[config.mk]
export PLATFORM = sky130hd
export DESIGN_NAME = core_request_responder
export DESIGN_NICKNAME = d
export VERILOG_FILES = /design/src/rtl/cache_pkg.sv /design/src/rtl/msi_line_fsm.sv /design/src/rtl/core_request_responder.sv
export SDC_FILE = /design/constraint.sdc
export NUM_CORES = 1
export LEC_CHECK = 0
export BUFFER_PORTS_ARGS = -buffer_cell sky130_fd_sc_hd__buf_2
export CORE_MARGIN = 2
export CORE_UTILIZATION = 45
export CTS_CLUSTER_DIAMETER = 120
export DETAILED_ROUTE_END_ITERATION = 8
export GPL_ROUTABILITY_DRIVEN = 0
export GPL_TIMING_DRIVEN = 1
export PLACE_DENSITY = 0.66
export SLEW_MARGIN = 20
export SYNTH_ARGS = -nofsm -noshare
export SYNTH_HDL_FRONTEND = slang
export SYNTH_SLANG_ARGS = --single-unit
[constraint.sdc]
create_clock -name clk -period 8 [get_ports clk]
set_input_delay 1.6 -clock clk [delete_from_list [all_inputs] [get_ports clk]]
set_output_delay 1.6 -clock clk [all_outputs]
set_load 0.005 [all_outputs]
[src/rtl/cache_pkg.sv]
// Shared types and widths for the core request responder.
//   ADDR_W / DATA_W : core word address and data widths
//   msi_t           : per-line coherence state (I, S, M)
//   ctrl_state_t    : miss-handling controller state
//   snoop_kind_t    : qualified snoop seen by one line
package cache_pkg;

  localparam int ADDR_W = 9;
  localparam int DATA_W = 16;

  typedef enum logic [1:0] {
    MSI_I = 2'd0,
    MSI_S = 2'd1,
    MSI_M = 2'd2
  } msi_t;

  typedef enum logic [1:0] {
    ST_IDLE      = 2'd0,
    ST_WRITEBACK = 2'd1,
    ST_FILL      = 2'd2
  } ctrl_state_t;

  typedef enum logic [1:0] {
    SNOOP_NONE = 2'd0,
    SNOOP_RD   = 2'd1,
    SNOOP_WR   = 2'd2
  } snoop_kind_t;

endpackage

[src/rtl/msi_line_fsm.sv]
// Next-state logic for the MSI state of one cache line.
// Ports:
//   cur         in  : current MSI state of the line
//   fill        in  : line is being installed from memory this cycle
//   local_hit   in  : core request completes on this line this cycle
//   local_write in  : that core request is a store
//   snoop       in  : snoop already qualified as matching this line
//   nxt         out : MSI state for the next cycle
//   flush       out : line must supply its modified data to the snooper
import cache_pkg::*;

module msi_line_fsm (
  input  msi_t        cur,
  input  logic        fill,
  input  logic        local_hit,
  input  logic        local_write,
  input  snoop_kind_t snoop,
  output msi_t        nxt,
  output logic        flush
);

  always_comb begin
    nxt   = cur;
    flush = 1'b0;
    if (snoop == SNOOP_RD && cur == MSI_M) begin
      nxt   = MSI_S;
      flush = 1'b1;
    end else if (snoop == SNOOP_WR && cur != MSI_I) begin
      nxt   = MSI_I;
      flush = (cur == MSI_M);
    end
    // A local store cannot coincide with a snoop on the same line (the core
    // is stalled on index conflicts), so ordering here only matters for fill.
    if (local_hit && local_write) nxt = MSI_M;
    if (fill)                     nxt = MSI_S;
  end

endmodule

[src/rtl/core_request_responder.sv]
// Direct-mapped, write-back, MSI-coherent line store sitting between a core
// and memory. Hits complete in the request cycle; misses optionally write the
// modified victim back, then fill the line and let the request complete as a
// hit. Bus snoops downgrade/invalidate lines and flush modified data.
//
// Ports:
//   clk, rst_n                      clock, async active-low reset
//   read, write, address, write_data core request (write wins if both)
//   fetched_data, stall             load result, request-not-done
//   mem_req, mem_we, mem_addr, mem_wdata, mem_ack, mem_rdata  memory port
//   snoop_valid, snoop_we, snoop_addr  observed remote bus accesses
//   bus_inv, bus_addr               invalidate broadcast on S->M upgrade
//   flush_valid, flush_data         modified data supplied to a snooper
//   hit_count, miss_count           saturating statistics, only when the
//                                   RESPONDER_STATS_EN macro is defined
//
// Controller states:
//   state        | meaning
//   ST_IDLE      | serving hits, detecting misses
//   ST_WRITEBACK | writing modified victim to memory, waiting mem_ack
//   ST_FILL      | reading requested word from memory, waiting mem_ack
import cache_pkg::*;

module core_request_responder #(
  parameter int LINES = 4
) (
  input  logic              clk,
  input  logic              rst_n,
  input  logic              read,
  input  logic              write,
  input  logic [ADDR_W-1:0] address,
  input  logic [DATA_W-1:0] write_data,
  output logic [DATA_W-1:0] fetched_data,
  output logic              stall,
  output logic              mem_req,
  output logic              mem_we,
  output logic [ADDR_W-1:0] mem_addr,
  output logic [DATA_W-1:0] mem_wdata,
  input  logic              mem_ack,
  input  logic [DATA_W-1:0] mem_rdata,
  input  logic              snoop_valid,
  input  logic              snoop_we,
  input  logic [ADDR_W-1:0] snoop_addr,
  output logic              bus_inv,
  output logic [ADDR_W-1:0] bus_addr,
  output logic              flush_valid,
  output logic [DATA_W-1:0] flush_data
`ifdef RESPONDER_STATS_EN
  ,
  output logic [15:0]       hit_count,
  output logic [15:0]       miss_count
`endif
);

  localparam int IDX_W = $clog2(LINES);
  localparam int TAG_W = ADDR_W - IDX_W;

  logic [TAG_W-1:0]  tag_q  [LINES];
  logic [DATA_W-1:0] data_q [LINES];
  msi_t              msi_q  [LINES];
  msi_t              msi_nxt[LINES];
  snoop_kind_t       snoop_kind[LINES];
  logic [LINES-1:0]  flush_vec;

  ctrl_state_t state_q;

  logic [IDX_W-1:0] req_idx, snoop_idx;
  logic [TAG_W-1:0] req_tag, snoop_tag;
  logic req, line_hit, snoop_hit, snoop_ignore, conflict;
  logic complete_hit, wr_hit, miss_start, victim_wb, fill_done;

  assign req_idx   = address[IDX_W-1:0];
  assign req_tag   = address[ADDR_W-1:IDX_W];
  assign snoop_idx = snoop_addr[IDX_W-1:0];
  assign snoop_tag = snoop_addr[ADDR_W-1:IDX_W];

  assign req       = read | write;
  assign line_hit  = req && (msi_q[req_idx] != MSI_I) && (tag_q[req_idx] == req_tag);
  assign snoop_hit = snoop_valid && (msi_q[snoop_idx] != MSI_I) && (tag_q[snoop_idx] == snoop_tag);
  // During FILL the slot is being reallocated (any dirty victim is already
  // in memory), so snoops to that index are dropped.
  assign snoop_ignore = (state_q == ST_FILL) && (snoop_idx == req_idx);
  assign conflict     = snoop_valid && req && (snoop_idx == req_idx);

  assign complete_hit = (state_q == ST_IDLE) && line_hit && !conflict;
  assign wr_hit       = complete_hit && write;
  assign miss_start   = (state_q == ST_IDLE) && req && !line_hit && !conflict;
  // A valid line with the requested tag would have hit, so M alone means
  // the victim belongs to a different address.
  assign victim_wb    = (msi_q[req_idx] == MSI_M);
  assign fill_done    = (state_q == ST_FILL) && mem_ack;

  assign stall    = (state_q != ST_IDLE) || (req && !line_hit) || conflict;
  assign bus_inv  = wr_hit && (msi_q[req_idx] == MSI_S);
  assign bus_addr = bus_inv ? address : '0;

  for (genvar g = 0; g < LINES; g++) begin : g_line
    assign snoop_kind[g] = (snoop_hit && !snoop_ignore && (snoop_idx == IDX_W'(g)))
                           ? (snoop_we ? SNOOP_WR : SNOOP_RD) : SNOOP_NONE;

    msi_line_fsm u_msi (
      .cur        (msi_q[g]),
      .fill       (fill_done && (req_idx == IDX_W'(g))),
      .local_hit  (wr_hit && (req_idx == IDX_W'(g))),
      .local_write(write),
      .snoop      (snoop_kind[g]),
      .nxt        (msi_nxt[g]),
      .flush      (flush_vec[g])
    );
  end

  always_ff @(posedge clk or negedge rst_n) begin
    if (!rst_n) begin
      state_q      <= ST_IDLE;
      fetched_data <= '0;
      mem_req      <= 1'b0;
      mem_we       <= 1'b0;
      mem_addr     <= '0;
      mem_wdata    <= '0;
      flush_valid  <= 1'b0;
      flush_data   <= '0;
      for (int i = 0; i < LINES; i++) begin
        tag_q[i]  <= '0;
        data_q[i] <= '0;
        msi_q[i]  <= MSI_I;
      end
    end else begin
      flush_valid <= |flush_vec;
      if (|flush_vec) flush_data <= data_q[snoop_idx];
      for (int i = 0; i < LINES; i++) msi_q[i] <= msi_nxt[i];

      case (state_q)
        ST_IDLE: begin
          if (complete_hit) begin
            if (write) data_q[req_idx] <= write_data;
            else       fetched_data    <= data_q[req_idx];
          end else if (miss_start) begin
            mem_req <= 1'b1;
            if (victim_wb) begin
              state_q   <= ST_WRITEBACK;
              mem_we    <= 1'b1;
              mem_addr  <= {tag_q[req_idx], req_idx};
              mem_wdata <= data_q[req_idx];
            end else begin
              state_q  <= ST_FILL;
              mem_we   <= 1'b0;
              mem_addr <= address;
            end
          end
        end
        ST_WRITEBACK: begin
          if (mem_ack) begin
            state_q  <= ST_FILL;
            mem_we   <= 1'b0;
            mem_addr <= address;
          end
        end
        ST_FILL: begin
          if (mem_ack) begin
            state_q         <= ST_IDLE;
            mem_req         <= 1'b0;
            tag_q[req_idx]  <= req_tag;
            data_q[req_idx] <= mem_rdata;
          end
        end
        default: state_q <= ST_IDLE;
      endcase
    end
  end

`ifdef RESPONDER_STATS_EN
  always_ff @(posedge clk or negedge rst_n) begin
    if (!rst_n) begin
      hit_count  <= '0;
      miss_count <= '0;
    end else begin
      if (complete_hit && hit_count != 16'hFFFF) hit_count  <= hit_count + 16'd1;
      if (miss_start && miss_count != 16'hFFFF)  miss_count <= miss_count + 16'd1;
    end
  end
`endif

endmodule

==> results of run 1 <==
[per-layer routing]
layer | GRT usage [%] | vias up | routed length [um]
met2 | 34.8 | 165 | 9500
li1 | - | 2389 | -
met1 | 28.2 | 2740 | 8450
met3 | 4.45 | 24 | 984
met5 | 0 | - | 0
met4 | 6.75 | 0 | 349
[cell usage in the layout, fill, tap and decap left out, types with 10 or more instances in the layout]
cell and n:
dfrtp_1 162, nand2_1 58, nor2_1 11, buf_2 126
mux2_1 10, mux2_2 143, clkbuf_16 17, xnor2_1 16
mux4_2 42, and2_1 10
[state kept, by name, indices dropped and copies added (netlist names)]
register	cells
mem_addr	9
msi_q	8
flush_valid	1
data_q	64
fetched_data	16
mem_wdata	16
tag_q	28
flush_data	16
mem_we	1
mem_req	1
state_q	2
[area by class of cell]
type	count	area [um2]
fill	1516	8290
sequential	162	4050
multi-input combinational	381	3970
timing repair buffer	131	674
clock buffer	21	470
tap	229	287
clock inverter	10	195
inverter	5	18.8
[per-stage QoR]
step                setup WS (ps)  hold WS (ps)  instance area [um2]  power [mW]
finish                       1740           490                 9670        3.03
CTS                          1650           490                 9660        3.06
detailed placement           1660           471                 9000        2.13
global route                 1420           508                 9670        3.20
global placement             1730           463                 8980        2.07
floorplan                    2690           483                 8230        1.86
[critical path: stages]
cell and delay (ps):
buf_2 750, mux4_1 700, xnor2_1 160, nand4_1 180
nor4_4 270, buf_4 280, and4_1 410, and2_1 170
buf_2 110
[synthesized netlist by cell type, types with 7 or more instances]
| master | number |
|---|---|
| xnor2_1 | 16 |
| nand2_1 | 58 |
| mux4_1 | 7 |
| mux2_1 | 10 |
| mux4_2 | 42 |
| o21ai_0 | 8 |
| clkbuf_1 | 16 |
| and3_1 | 8 |
| dfrtp_1 | 162 |
| nor2_1 | 11 |
| nor2b_1 | 9 |
| mux2_2 | 143 |
| and2_1 | 10 |
[power by group]
part	switching (mW)	leakage, nW	internal (mW)	total (mW)
clock	0.336	0.323	0.583	0.919
sequential	0.195	2.04	1.10	1.29
combinational	0.328	2.20	0.492	0.820
[final timing paths]
| kind | start | to | depth (start not counted) |
|---|---|---|---|
| worst max-delay path | address[0] | bus_addr[1] | 9 |
| worst min-delay path | fetched_data[13] | fetched_data[13] | 1 |
| worst max register to register | tag_q[24] | fetched_data[9] | 7 |
| worst min register to register | fetched_data[13] | fetched_data[13] | 1 |
| max in group asynchronous | rst_n | data_q[4] | 2 |
| min in group asynchronous | rst_n | fetched_data[2] | 1 |
[kinds of logic (layout without fill, tap and decap cells)]
group / count (synthesis) / in the layout / share of synthesized area, %
AO/OA/AOI/OAI: 31 / 31 / 2.94
XOR/XNOR: 16 / 16 / 1.70
AND/OR/NAND/NOR: 129 / 129 / 8.06
flip-flops: 162 / 162 / 49.3
multiplexers: 205 / 205 / 35.2
buffers and inverters: 40 / 167 / 2.78
==> summary.txt, run 1 <==
Cells and area
  • Layout cells sized above 1: ~51%
  • # diodes: 0
  • Area delta synth->final: 17.6%
  • Final Non-Filler Cells: 939
  • Nets: 755
  • Final core utilization: 53.8%

GRT
  • Number of antenna violations at the first check in global routing: 0
  • Total gr overflow: 0
  • Vias in the first global route: about 5.7k
  • Total global-route track usage: a little over a fifth
  • Global-route wire length before repair: 31.6 mm
  • Largest net degree at the start of global routing: between 100 and 150

Floorplan
  • Die Ht: 139 um
  • Starting Density: a little under half
  • # rows: slightly below 50
  • Die span in x: roughly 140 um
  • Die ar.: between 0.015 and 0.02 mm2
  • Placeable Area: about 0.018 mm2
  • Ports: ~130

Synth
  • Syn Std Cell Area: between 0.008 and 0.009 mm2
  • Top FF cell, synth: dfrtp_1
  • Seq/Total Area, Yosys: roughly 49%
  • Synth warn: 0
  • Synthesized instance count: 583
  • Ranking of synthesized cells by area: dfrtp_1, mux2_2, mux4_2
  • Syn Area/Cell: around 14 um2
  • Number of distinct library cells after synthesis: 50
  • Ys async rst share: between 90% and 100%
  • Syn_nets: 640
  • Number of enable flip-flop cells after synthesis: 0
  • FF+latch count, synth: 162
  • Area leader, netlist: dfrtp_1
  • Top cell type's share of synthesized area: between 40% and 50%

Clock tree
  • Post-cts resize count: 0
  • CTS tree: yes
  • Clock Tree Buf Depth: 2
  • H-tree levels: 4
  • Worst-Skew Late Latency: roughly 430 ps
  • CTS buffer count: 17
  • Setup Buffers After CTS: 0
  • Clock root buffer: clkbuf_16
  • CTS Hold Bufs: 0
  • # clock sinks: 162
  • Clock-pin slew on the worst setup and hold paths: 60 ps

Timing
  • TNS Setup: 0 ps
  • Final Hold Fails: 0
  • Fmax: 160 MHz
  • Final Cycle Share: 78.2%
  • Unrepaired setup endpoints after global routing: false
  • Actual slew at the worst max-slew pin: 1060 ps
  • Slew Limit Fails: 0
  • Clock Skew: between 6 and 7 ps
  • Final Setup Violations: 0
  • Minimum clock period: between 6000 and 7000 ps
  • Relative slew margins: 29.0%

Detailed routing
  • Vias per cell: ~5.7
  • Drt initial violations: 328
  • Routed WL: about 19 mm
  • Routed Antenna Nets: 0
  • Number of remaining DRC errors: 0
  • Vias: between 5k and 6k
  • Routed len/inst: a little over 20 um
  • Initial DRT Pass Iterations: 4

Run status
  • Status: completed

Critical path
  • Worst Setup Path Type: primary input to output port
  • Arr. time, crit path: 4660 ps
  • Startpoint Class: primary input
  • Worst endpoint required time: around 6400 ps
  • Reg-to-reg slack, setup: ~4700 ps
  • CP Capture Type: output port
  • Maximum fanout along the worst path: 32

Power and ir drop
  • Leak Pwr: between 4 and 5 nW
  • PD cells: roughly 310 mW/mm2
  • VDD IR max: about 0.00019 V

Job
  • MaxCap Viol Count: 0

Placement
  • DP HPWL: between 10 and 15 mm
  • Placed cell count: between 900 and 1k
  • IO Port Bufs: between 100 and 150

Min path
  • Min-Delay Path Class: register to register
No activity file was read; power rests on OpenSTA's default activity.
==> run 2, diff against run 1 <==
--- a/config.mk
+++ b/config.mk
@@ -5,6 +5,7 @@
 export SDC_FILE = /design/constraint.sdc
 export NUM_CORES = 1
 export LEC_CHECK = 0
+export ABC_AREA = 1
 export BUFFER_PORTS_ARGS = -buffer_cell sky130_fd_sc_hd__buf_2
 export CORE_MARGIN = 2
 export CORE_UTILIZATION = 45
@@ -12,7 +13,7 @@
 export DETAILED_ROUTE_END_ITERATION = 8
 export GPL_ROUTABILITY_DRIVEN = 0
 export GPL_TIMING_DRIVEN = 1
-export PLACE_DENSITY = 0.66
+export PLACE_DENSITY = 0.68
 export SLEW_MARGIN = 20
 export SYNTH_ARGS = -nofsm -noshare
 export SYNTH_HDL_FRONTEND = slang
==> constraint.sdc (replaced) <==
create_clock -name clk -period 5.5 [get_ports clk]
set_input_delay 1.1 -clock clk [delete_from_list [all_inputs] [get_ports clk]]
set_output_delay 1.1 -clock clk [all_outputs]
set_load 0.005 [all_outputs]
==> summary.txt, run 2 <==
Detailed routing
  • Vias: 7968
  • Routed WL: between 20 and 25 mm
  • Vias per cell: 5.44
  • Routed Antenna Nets: 0
  • Routed len/inst: 16.7 um
  • Initial DRT Pass Iterations: 5
  • Drt initial violations: about 820
  • Number of remaining DRC errors: 0

Min path
  • Worst Min Path Start: data_q[28]
  • Min-Delay Path Class: register to register

Clock tree
  • Clock-pin slew on the worst setup and hold paths: roughly 70 ps
  • Clock root buffer: clkbuf_16
  • Setup Buffers After CTS: 0
  • H-tree levels: 4
  • CTS tree: yes
  • Worst-Skew Late Latency: 430 ps
  • # clock sinks: 162
  • Post-cts resize count: 0
  • CTS buffer count: 17
  • Clock Tree Buf Depth: 2
  • CTS Hold Bufs: 0

Synth
  • Area leader, netlist: dfrtp_1
  • Top cell type's share of synthesized area: a little under half
  • Compound-Gate Fraction of Synth Area: approximately an eighth
  • Syn Area/Cell: 7.55 um2
  • Mux cell area share after synthesis: 0%
  • Ranking of synthesized cells by area: dfrtp_1, nand2_1, nand3_1
  • Ys async rst share: 100%
  • Post-Synth Simple-Gate Area: about a third
  • FF+latch count, synth: roughly 160
  • Seq/Total Area, Yosys: 48.0%
  • Number of enable flip-flop cells after synthesis: 0
  • Synth warn: 0
  • Largest family of logic cells by synthesized area: simple AND/OR/NAND/NOR gates
  • Syn Std Cell Area: 0.00845 mm2
  • Most frequent cell after synthesis: nand2_1
  • Syn_nets: 1176
  • Number of distinct library cells after synthesis: 37
  • Most frequent cells after synthesis: nand2_1, dfrtp_1, nand3_1, inv_1, o21ai_0
  • Top FF cell, synth: dfrtp_1
  • Synthesized instance count: about 1.1k
  • Post-Synth XOR/XNOR Area: less than 1%
  • Adder-cell share of the synthesized area: 0%

Power and ir drop
  • Pint: around 2.6 mW
  • Leak Pwr: ~5.3 nW
  • Part of the power in the clock network: between 20% and 30%
  • PD cells: between 400 and 500 mW/mm2
  • Sw Ratio: between 30% and 40%
  • VDD IR max: ~0.00025 V
  • Seq pwr share: approximately 45%
  • Comb pwr share: between 20 and 30%
  • Switching power: 1.58 mW

Cells and area
  • Area delta synth->final: 14.6%
  • Layout cells sized above 1: 15.8%
  • Top flop regs: data_q x64, tag_q x28
  • Nets: between 1k and 1.5k
  • Max reg flops: 64
  • Most frequent cells in the layout: nand2_1, dfrtp_1, buf_2
  • Cell area after layout: between 0.009 and 0.01 mm2
  • Largest Register: data_q
  • # diodes: 0
  • Most common cell after layout, fill and taps aside: nand2_1
  • Final core utilization: ~52%
  • Final Non-Filler Cells: approximately 1.5k

Critical path
  • CP Capture Type: output port
  • CP Capture Point: bus_addr[0]
  • R2R depth: 14
  • Worst R2R End: data_q[47]
  • Reg-to-reg slack, setup: 2910 ps
  • Maximum fanout along the worst path: 15
  • Reg-to-reg startpoint: tag_q[3]
  • Worst setup path start: address[0]
  • Startpoint Class: primary input
  • Worst endpoint required time: ~4400 ps
  • Worst Setup Path Type: primary input to output port
  • Arr. time, crit path: 3520 ps

Timing
  • TNS Setup: 0 ps
  • Fmax: 216 MHz
  • Final Setup Violations: 0
  • Final Cycle Share: between 80% and 90%
  • Final Hold Fails: 0
  • Minimum clock period: between 4000 and 5000 ps
  • Actual slew at the worst max-slew pin: between 1000 and 1500 ps
  • Clock Skew: 8.87 ps
  • Relative slew margins: between 20% and 30%
  • Slew Limit Fails: 0
  • Unrepaired setup endpoints after global routing: false

Floorplan
  • Die span in x: 141 um
  • Die Ht: around 140 um
  • Placeable Area: between 0.015 and 0.02 mm2
  • Ports: roughly 130
  • Die ar.: between 0.015 and 0.02 mm2
  • Starting Density: between 40% and 50%
  • # rows: 50

Job
  • MaxCap Viol Count: 0

GRT
  • Total gr overflow: 0
  • Vias in the first global route: just over 7k
  • Largest net degree at the start of global routing: between 80 and 90
  • Global-route wire length before repair: approximately 40 mm
  • Total global-route track usage: 25.1%
  • Number of antenna violations at the first check in global routing: 0

Placement
  • IO Port Bufs: between 100 and 150
  • Placed cell count: roughly 1.4k
  • DP HPWL: ~17 mm
  • Placed inst area: around 0.0091 mm2

Run status
  • Status: completed
==> run 2: stage by stage <==
stage	worst slack [ps]	power [mW]	hold slack (ps)
after floorplan	1780	2.62	442
after global placement	1100	2.99	454
after detailed placement	997	3.03	458
after CTS	991	4.15	474
after global routing	579	4.44	498
final	877	4.15	473
==> run 2: worst min-delay path by stage <==
stage / slack [ps] / endpoint / cells past startpoint
floorplan: 440 / data_q[0] / 2
global placement: 450 / data_q[18] / 2
detailed placement: 460 / data_q[3] / 2
CTS: 470 / data_q[3] / 2
global route: 500 / data_q[3] / 2
finish: 470 / data_q[28] / 2
==> run 2: worst max-delay path: stages <==
cell     delay [ps]
buf_2           290
inv_2           100
nand2_1         410
nor2_1           80
a21oi_1         180
nand2_1          90
nand2_1          60
nand2_1          40
nor2_1           80
nand2_1         110
nor3_1          290
nand3_1         360
nor2_1          190
buf_2           140
==> run 2: area by class of cell <==
class | instances | area (um2)
inverter | 86 | 325
multi-input combinational | 815 | 3750
clock inverter | 13 | 116
fill | 1800 | 8900
clock buffer | 19 | 433
sequential | 162 | 4050
tap | 234 | 293
timing repair buffer | 136 | 709
==> run 2: power by group through the flow <==
stage	clock network, mW	registers [mW]	logic [mW]
6_report	1.12	1.87	1.17
5_1_grt	1.18	1.91	1.34
4_1_cts	1.14	1.86	1.16
3_5_place_dp	0	1.87	1.16
3_3_place_gp	0	1.85	1.13
2_1_floorplan	0	1.80	0.819
==> run 2: kinds of logic (layout without fill, tap and decap cells) <==
group,count (synthesis),count (layout)
DFF,162,162
AOI/OAI and AO/OA,156,156
xor gates and xnor gates,1,1
buffers and inverters,142,254
and+or+nand+nor,658,658
==> run 2: layer usage <==
metal / routed length, um / vias to the layer above / part of all wire [%] / global-route usage (%)
li1: - / 3858 / - / -
met1: 12100 / 3731 / 49 / 40.2
met2: 10100 / 342 / 41 / 34.7
met3: 1850 / 37 / 7.5 / 3.70
met4: 464 / 0 / 1.9 / 8.05
met5: 0 / - / 0 / 0
==> run 3, diff against run 2 <==
==> constraint.sdc (replaced) <==
create_clock -name clk -period 3.7 [get_ports clk]
set_input_delay 0.74 -clock clk [delete_from_list [all_inputs] [get_ports clk]]
set_output_delay 0.74 -clock clk [all_outputs]
set_load 0.005 [all_outputs]
==> summary.txt, run 3 (synthesized netlist as in run 2, its figures left out) <==
Run status
  • Status: completed

Clock tree
  • Clock-pin slew on the worst setup and hold paths: ~60 ps
  • CTS Hold Bufs: 0
  • Clock root buffer: clkbuf_16
  • CTS tree: yes
  • Clock Tree Buf Depth: 2
  • H-tree levels: 4
  • CTS buffer count: 17
  • Worst-Skew Late Latency: about 440 ps
  • # clock sinks: 162

Placement
  • DP HPWL: roughly 18 mm
  • Setup Slack @ Placement: between 100 and 150 ps
  • Placed inst area: ~0.009 mm2
  • Placed cell count: roughly 1.4k
  • IO Port Bufs: between 100 and 150

Critical path
  • Reg-to-reg slack, setup: around 1300 ps
  • R2R depth: 14
  • Worst R2R End: data_q[15]
  • Worst path cell trace: clkbuf_4 -> inv_2 -> nand2_1 -> nor2_1 -> a21oi_1 -> nand2_1 -> nand2_1 -> nand2_1 -> nor2_1 -> nand2_1 -> nor3_1 -> nand3_2 -> nor2_1 -> buf_2
  • Worst endpoint required time: about 3000 ps
  • Top cell by count, worst path: nand2_1
  • Maximum fanout along the worst path: 15
  • Startpoint Class: primary input
  • Reg-to-reg startpoint: tag_q[3]
  • Arr. time, crit path: 2760 ps
  • CP Capture Type: output port
  • Slowest stage delay, CP: ~300 ps
  • Worst Setup Path Type: primary input to output port
  • Slowest stage cell, crit path: nor3_1

Detailed routing
  • Vias: 8000
  • Routed WL: approximately 24 mm
  • Drt initial violations: 900
  • Routed len/inst: about 17 um
  • Initial DRT Pass Iterations: 5
  • Routed Antenna Nets: 0
  • Number of remaining DRC errors: 0
  • Vias per cell: ~5.4

Power and ir drop
  • VDD IR max: about 0.00032 V
  • Power, Total: 6.28 mW
  • Leak Pwr: about 5.3 nW
  • PD cells: 640 mW/mm2

Cells and area
  • Most frequent cells in the layout: nand2_1, dfrtp_1, buf_2
  • Largest Register: data_q
  • Max reg flops: 64
  • Final core utilization: a little over half
  • Cell area after layout: 0.00982 mm2
  • # diodes: 0
  • Nets: 1288
  • Area delta synth->final: 16.2%
  • Most common cell after layout, fill and taps aside: nand2_1
  • Final Non-Filler Cells: 1478
  • Top flop regs: data_q x64, tag_q x28
  • Layout cells sized above 1: roughly 17%

GRT
  • Total global-route track usage: between 20% and 30%
  • Total gr overflow: 0
  • Vias in the first global route: 7156
  • Global-route wire length before repair: 39.2 mm
  • Number of antenna violations at the first check in global routing: 0
  • Largest net degree at the start of global routing: 74

Timing
  • Clock Skew: between 10 and 15 ps
  • Worst setup margin: between 150 and 200 ps
  • Minimum clock period: roughly 3500 ps
  • Fmax: roughly 290 MHz
  • Final Setup Violations: 0
  • Final hold slack: just over 300 ps
  • Actual slew at the worst max-slew pin: roughly 990 ps
  • Final Hold Fails: 0
  • Relative slew margins: between 30% and 40%
  • TNS Setup: 0 ps
  • Slew Limit Fails: 0
  • Final Cycle Share: about 95%

Min path
  • Min-Delay Path Class: primary input to asynchronous set/reset pin

Job
  • MaxCap Viol Count: 0

Floorplan
  • Die ar.: slightly below 0.02 mm2
  • Die span in x: about 140 um
  • # rows: 50
  • Die Ht: roughly 140 um
  • Placeable Area: about 0.019 mm2
  • Ports: around 130
  • Starting Density: 45.5%
run 3: changes by cell type in the layout (fill, tap and decap cells not counted), sizes merged:
| cell | before | now |
|---|---|---|
| buf | 136 | 148 |
| clkinvlp | 1 | 2 |
| inv | 93 | 92 |
| clkinv | 5 | 4 |
| bufinv | 0 | 1 |
| clkbuf | 19 | 20 |
run 3: what timing repair did:
action | CTS | global route
setup endpoints to repair | 0 | 10
resized for setup | 0 | 2
setup buffers | 0 | 0
run 3: area by class of cell:
type | count | area (um2)
Clock buffer | 19 | 443
Clock inverter | 13 | 140
Fill cell | 1810 | 8760
Inverter | 86 | 325
Multi-Input combinational cell | 815 | 3760
Sequential cell | 162 | 4050
Tap cell | 234 | 293
Timing Repair Buffer | 149 | 810
run 3: routing by layer:
metal  vias up  wire [um]  track usage (%)
li1       3884          -                -
met1      3733      11800             39.6
met2       350      10100             35.2
met3        33       2180             4.69
met4         0        376             6.47
met5         -          0                0
run 3: critical path: cells and delay by family:
kind            cells  cell delay (ps)
simple gates       10             1390
compound gates      1              160
buf+inv             3              460
run 3: worst max-delay path by stage:
| stage | from | to | slack, ps | cells after the start |
|---|---|---|---|---|
| 6_report | address[0] | bus_addr[4] | 200 | 14 |
| 3_5_place_dp | address[0] | bus_addr[3] | 120 | 14 |
| 3_3_place_gp | address[0] | bus_addr[0] | 190 | 14 |
| 4_1_cts | address[0] | bus_addr[3] | 100 | 14 |
| 2_1_floorplan | address[0] | bus_addr[0] | 700 | 14 |
| 5_1_grt | address[0] | bus_addr[8] | -3 | 14 |
run 3: where the power goes:
group	leakage (nW)	total [mW]	switching [mW]	internal, mW
combinational	2.94	1.76	1.15	0.609
clock	0.281	1.75	0.777	0.968
sequential	2.11	2.78	0.436	2.34
total	5.33	6.28	2.36	3.92
